File: config.mk
export PLATFORM = sky130hd
export DESIGN_NAME = lif_array_sched
export DESIGN_NICKNAME = d
export VERILOG_FILES = /design/src/rtl/lif_array_sched.sv
export SDC_FILE = /design/constraint.sdc
export NUM_CORES = 1
export LEC_CHECK = 0
export CAP_MARGIN = 20
export CELL_PAD_IN_SITES_DETAIL_PLACEMENT = 1
export CELL_PAD_IN_SITES_GLOBAL_PLACEMENT = 1
export CORE_MARGIN = 8
export CORE_UTILIZATION = 45
export DETAILED_ROUTE_END_ITERATION = 6
export GPL_TIMING_DRIVEN = 0
export PLACE_DENSITY_LB_ADDON = 0.1
export SLEW_MARGIN = 30
export SYNTH_ARGS = -nofsm -noshare
export SYNTH_HDL_FRONTEND = slang
export SYNTH_SLANG_ARGS = --single-unit
File: constraint.sdc
create_clock -name clk -period 12.12 [get_ports clk]
set_input_delay 1.212 -clock clk [delete_from_list [all_inputs] [get_ports clk]]
set_output_delay 1.212 -clock clk [all_outputs]
set_load 0.03 [all_outputs]
File: src/rtl/lif_array_sched.sv
// Time-multiplexed LIF scheduler: one shared update datapath swept across
// N_NEURONS virtual neurons, with spike events emitted over valid/ready.
module lif_array_sched #(
   parameter int N_NEURONS  = 8,
   parameter int IDX_W      = 3,
   parameter int LEAK_SHIFT = 1
) (
   input  logic             clk,
   input  logic             rst_n,
   input  logic             step,
   input  logic [7:0]       threshold,
   input  logic             cur_we,
   input  logic [IDX_W-1:0] cur_addr,
   input  logic [7:0]       cur_data,
   output logic             evt_valid,
   input  logic             evt_ready,
   output logic [IDX_W-1:0] evt_idx,
   output logic             busy,
   output logic             done,
   output logic [IDX_W:0]   spike_count,
   input  logic [IDX_W-1:0] rd_addr,
   output logic [7:0]       rd_state
);

   typedef enum logic [2:0] {IDLE, LOAD, UPDATE, WAIT_EVT, DONE} fsm_t;

   fsm_t             fsm_q, fsm_d;
   logic [7:0]       mem_state [N_NEURONS];
   logic [7:0]       mem_cur   [N_NEURONS];
   logic [7:0]       thr_q;
   logic [IDX_W-1:0] idx_q;
   logic [IDX_W:0]   cnt_q;

   logic [7:0]       st_sel, cur_sel, next_val;
   logic [8:0]       sum;
   logic             spike, advance, last, cur_ok, rd_ok;

   // Shared datapath for the neuron currently addressed by idx_q
   assign st_sel   = mem_state[idx_q];
   assign cur_sel  = mem_cur[idx_q];
   assign spike    = (st_sel >= thr_q);
   assign sum      = {1'b0, cur_sel} + ({1'b0, st_sel} >> LEAK_SHIFT);
   assign next_val = spike ? cur_sel : (sum[8] ? 8'hFF : sum[7:0]);
   assign last     = (idx_q == IDX_W'(N_NEURONS - 1));

   assign cur_ok   = ({1'b0, cur_addr} < (IDX_W+1)'(N_NEURONS));
   assign rd_ok    = ({1'b0, rd_addr} < (IDX_W+1)'(N_NEURONS));
   assign rd_state = rd_ok ? mem_state[rd_addr] : 8'd0;

   assign evt_idx  = evt_valid ? idx_q : '0;
   assign busy     = (fsm_q != IDLE);
   assign done     = (fsm_q == DONE);

   always_comb begin
      fsm_d     = fsm_q;
      evt_valid = 1'b0;
      advance   = 1'b0;
      case (fsm_q)
         IDLE:     if (step) fsm_d = LOAD;
         LOAD:     fsm_d = UPDATE;
         UPDATE: begin
            if (!spike) begin
               advance = 1'b1;
            end else begin
               evt_valid = 1'b1;
               if (evt_ready) advance = 1'b1;
               else           fsm_d   = WAIT_EVT;
            end
         end
         WAIT_EVT: begin
            evt_valid = 1'b1;
            if (evt_ready) advance = 1'b1;
         end
         DONE:     fsm_d = IDLE;
         default:  fsm_d = IDLE;
      endcase
      // A completed neuron (plain update or accepted event) moves the sweep on
      if (advance) fsm_d = last ? DONE : UPDATE;
   end

   always_ff @(posedge clk) begin
      if (!rst_n) begin
         fsm_q       <= IDLE;
         thr_q       <= '0;
         idx_q       <= '0;
         cnt_q       <= '0;
         spike_count <= '0;
         for (int i = 0; i < N_NEURONS; i++) begin
            mem_state[i] <= '0;
            mem_cur[i]   <= '0;
         end
      end else begin
         fsm_q <= fsm_d;
         case (fsm_q)
            LOAD: begin
               thr_q <= threshold;
               idx_q <= '0;
               cnt_q <= '0;
            end
            DONE:    spike_count <= cnt_q;
            default: ;
         endcase
         if (advance) begin
            mem_state[idx_q] <= next_val;
            if (spike) cnt_q <= cnt_q + 1'b1;
            if (!last) idx_q <= idx_q + 1'b1;
         end
         // Currents only change between sweeps so each sweep sees one snapshot
         if (fsm_q == IDLE && cur_we && cur_ok) mem_cur[cur_addr] <= cur_data;
      end
   end

endmodule

==> flow_summary.rst <==
.. list-table::
   :header-rows: 1

   * - Metric
     - Value
   * - Die Width
     - 150 um
   * - Share of synthesized area occupied by flip-flops and latches
     - 53.4%
   * - EDFF count, synth
     - 128
   * - Vias in the first global route
     - 6,276
   * - Commonest non-fill, non-tap cell in the layout
     - edfxtp_1
   * - Hold bufs inserted after CTS
     - 0
   * - Clock Latency Late Sink
     - 430 ps
   * - Post-detailed-route via-to-cell ratio
     - 6.10
   * - Placement Rows
     - 49
   * - Clock H-tree levels
     - 4
   * - IO Port Bufs
     - 41
   * - Maximum net fanout on the critical path
     - 10
   * - Max-slew violation total from the final report
     - 0
   * - Seq cells post-synth
     - 150
   * - Sum of net half-perimeters after detailed placement
     - 17,600 um
   * - Number of clock sinks
     - 150
   * - Max_slew headroom
     - 36.2%
   * - Total Nets Final
     - 758
   * - Arrival @ worst endpoint
     - 5420 ps
   * - Ordered cell list for the critical path
     - clkbuf_1 > clkbuf_1 > buf_2 > buf_2 > mux2i_1 > nor2_1 > a21oi_1 > o21ai_0 > ha_1 > o21ai_0 > o21bai_1 > a311oi_4 > nor2_1 > and2_1 > clkdlybuf4s50_1
   * - Category of the worst setup path capture point
     - primary output
   * - Area added between synthesis and finish
     - 16.8%
   * - Final Critical Period
     - 6640 ps
   * - Number of warnings printed during yosys synthesis
     - 0
   * - Data required time at the worst endpoint
     - 10,910 ps
   * - Effective utilization at floorplan
     - 45.3%
   * - Count of unique library cells instantiated by Yosys
     - 64
   * - Setup Crit Path Kind
     - reg2out
   * - Total Routing Usage GR
     - 23.4%
   * - Post-synthesis cell count
     - 649
   * - CTS Buf Count
     - 17
   * - Synthesized area
     - 8030 um2
   * - Tcrit/Tclk final
     - 54.8%
   * - Initial antenna violation count
     - 0
   * - Antenna-violating nets left
     - 0
   * - Overflow left after global routing
     - 0
   * - Worst-path cell with the longest stage delay
     - clkdlybuf4s50_1
   * - Average wire length per cell after detail routing
     - 26.3 um
   * - Share of post-route cells with drive strength above 1
     - 15.9%
   * - Synth Flop Type
     - edfxtp_1
   * - Ant diodes
     - 0
   * - Unrepaired setup endpoints after global routing
     - no
   * - Clock transition at path regs
     - 60 ps
   * - Avg Cell Area, Syn
     - 12.4 um2
   * - Post-route setup TNS
     - 0 ps
   * - Wire length of the first global-routing pass
     - 38,500 um
   * - Static Leakage
     - 3.34 nW
   * - Post-placement cell count
     - 922
   * - Worst IR drop on VDD
     - 0.119 mV
   * - Overall die height
     - 150 um
   * - Type of the tightest min-delay check
     - reg2reg
   * - Setup-violating endpoint count in the final report
     - 0
   * - Number of cells upsized or downsized after cts
     - 0
   * - Clock Tree Buf Depth
     - 2
   * - DRC errors left
     - 0
   * - Final Hold Fails
     - 0
   * - Total via count in the routed design
     - 5,815
   * - 1st-pass router iterations
     - 5
   * - Number of violations reported at the end of detailed-routing iteration 0
     - 389
   * - Final Wtd Congestion
     - 0.866
   * - Syn_nets
     - 695
   * - Setup skew after layout
     - 8.30 ps
   * - Non-filler instance count after layout
     - 954
   * - Buffer cell driving the clock tree root
     - clkbuf_16
   * - CTS tree
     - done
   * - Core Box Area
     - 17,700 um2
   * - Commonest cells after routing, fill and taps aside
     - edfxtp_1 (128), and2_1 (71), nor2_1 (61)
   * - Biggest cell delay along the critical path
     - 600 ps
   * - Slew at the pin with the worst max-slew slack
     - 951 ps
   * - Overall die area
     - 22,400 um2
   * - Number of inserted filler cells in the final layout
     - 1,826
   * - Top-Level Pins
     - 45
   * - Utilization of the core after routing
     - 52.9%
   * - Number of violations of the max-capacitance limit
     - 0
   * - Post-CTS setup buffer count
     - 0
   * - Pin count of the biggest net entering global routing
     - 17
   * - Total power density per cell area
     - 181 nW/um2
   * - Detailed Route WL
     - 25,100 um
   * - Result of the run
     - finished clean
   * - Fraction of synthesis flops using an asynchronous set or reset pin
     - 0%
   * - Worst setup SP type
     - register
   * - Maximum frequency from static timing analysis
     - 151 MHz
-- synth_stat cells, drive strengths merged (3+ instances only) --
cell	number	area, um2
nand3b	4	30.0
nor2	62	235
ha	18	225
clkbuf	15	56.3
a221oi	8	70.1
dfxtp	22	440
nand4	6	97.6
buf	19	100
mux2i	14	144
nand3	9	95.1
and2	71	444
nand2b	9	56.3
and3	4	25.0
a22o	3	26.3
o21ai	17	85.1
mux2	16	180
mux4	32	721
edfxtp	128	3840
or2	4	25.0
o22ai	4	31.3
nand2	48	180
nor3	31	170
a22oi	3	22.5
a21oi	14	70.1
a21boi	12	90.1
inv	16	60.1
nor2b	12	75.1
a211oi	12	90.1
-- metrics by stage --
stage / hold WS [ps] / total power [W] / setup slack (ps) / cell area [um2]
after CTS: 481 / 0.00170 / 5440 / 9370
after floorplan: 443 / 0.000961 / 7470 / 8030
after global routing: 504 / 0.00176 / 5120 / 9380
final: 480 / 0.00170 / 5480 / 9380
after global placement: 461 / 0.00110 / 6000 / 8720
after detailed placement: 471 / 0.00112 / 5900 / 8740
-- final timing paths --
kind         cells after the start  slack [ps]                   from                             to
max                             15        5480    idx_q[2]$_SDFF_PN0_                     evt_idx[1]
min                              2         480  thr_q[3]$_SDFFE_PN0P_          thr_q[3]$_SDFFE_PN0P_
max reg2reg                     16        6470    idx_q[2]$_SDFF_PN0_  mem_state[4][6]$_SDFFCE_PN0P_
min reg2reg                      2         480  thr_q[3]$_SDFFE_PN0P_          thr_q[3]$_SDFFE_PN0P_
-- critical path: cells and delay by family (launching register included) --
| family | cells | cell delay [ps] |
|---|---|---|
| AO/OA/AOI/OAI | 5 | 1340 |
| adder cells (fa/ha/maj) | 1 | 350 |
| buffers and inverters | 5 | 2380 |
| flip-flops | 1 | 340 |
| multiplexers | 1 | 120 |
| AND/OR/NAND/NOR | 3 | 460 |
-- cell families after synthesis --
kind of cell | synth area share, %
AND/OR/NAND/NOR | 18.5
flip-flops | 53.4
AO/OA/AOI/OAI | 9.01
multiplexers | 13.0
buffers and inverters | 2.70
adder cells (fa/ha/maj) | 3.05
XOR/XNOR | 0.327
-- per-layer routing --
| layer | vias to the layer above | GRT usage (%) | routed length, um |
|---|---|---|---|
| li1 | 2571 | - | - |
| met1 | 2979 | 30.2 | 10800 |
| met2 | 215 | 38.2 | 12300 |
| met3 | 50 | 4.81 | 1420 |
| met4 | 0 | 9.04 | 582 |
| met5 | - | 0 | 0 |
-- registers in the layout, summed over array words and instances (netlist names) --
name         flops
mem_cur         64
mem_state       64
thr_q            8
cnt_q            4
spike_count      4
fsm_q            3
idx_q            3
-- where the power goes --
| group | leakage (nW) | total, W | switching (W) | internal, W |
|---|---|---|---|---|
| sequential | 1.50 | 0.000609 | 0.0000180 | 0.000591 |
| combinational | 1.54 | 0.000518 | 0.000347 | 0.000171 |
| clock | 0.303 | 0.000573 | 0.000227 | 0.000346 |
-- layout make-up --
type	instances	area, um2	area share (%)
Buffer	34	156	1.67
Timing Repair Buffer	44	430	4.59
Inverter	16	60.1	0.640
Clock buffer	17	425	4.54
Clock inverter	15	200	2.13
Tap cell	229	287	3.05
Sequential cell	150	4280	45.7
Multi-Input combinational cell	449	3540	37.7
Note: power is estimated with default switching activity, not from simulation.
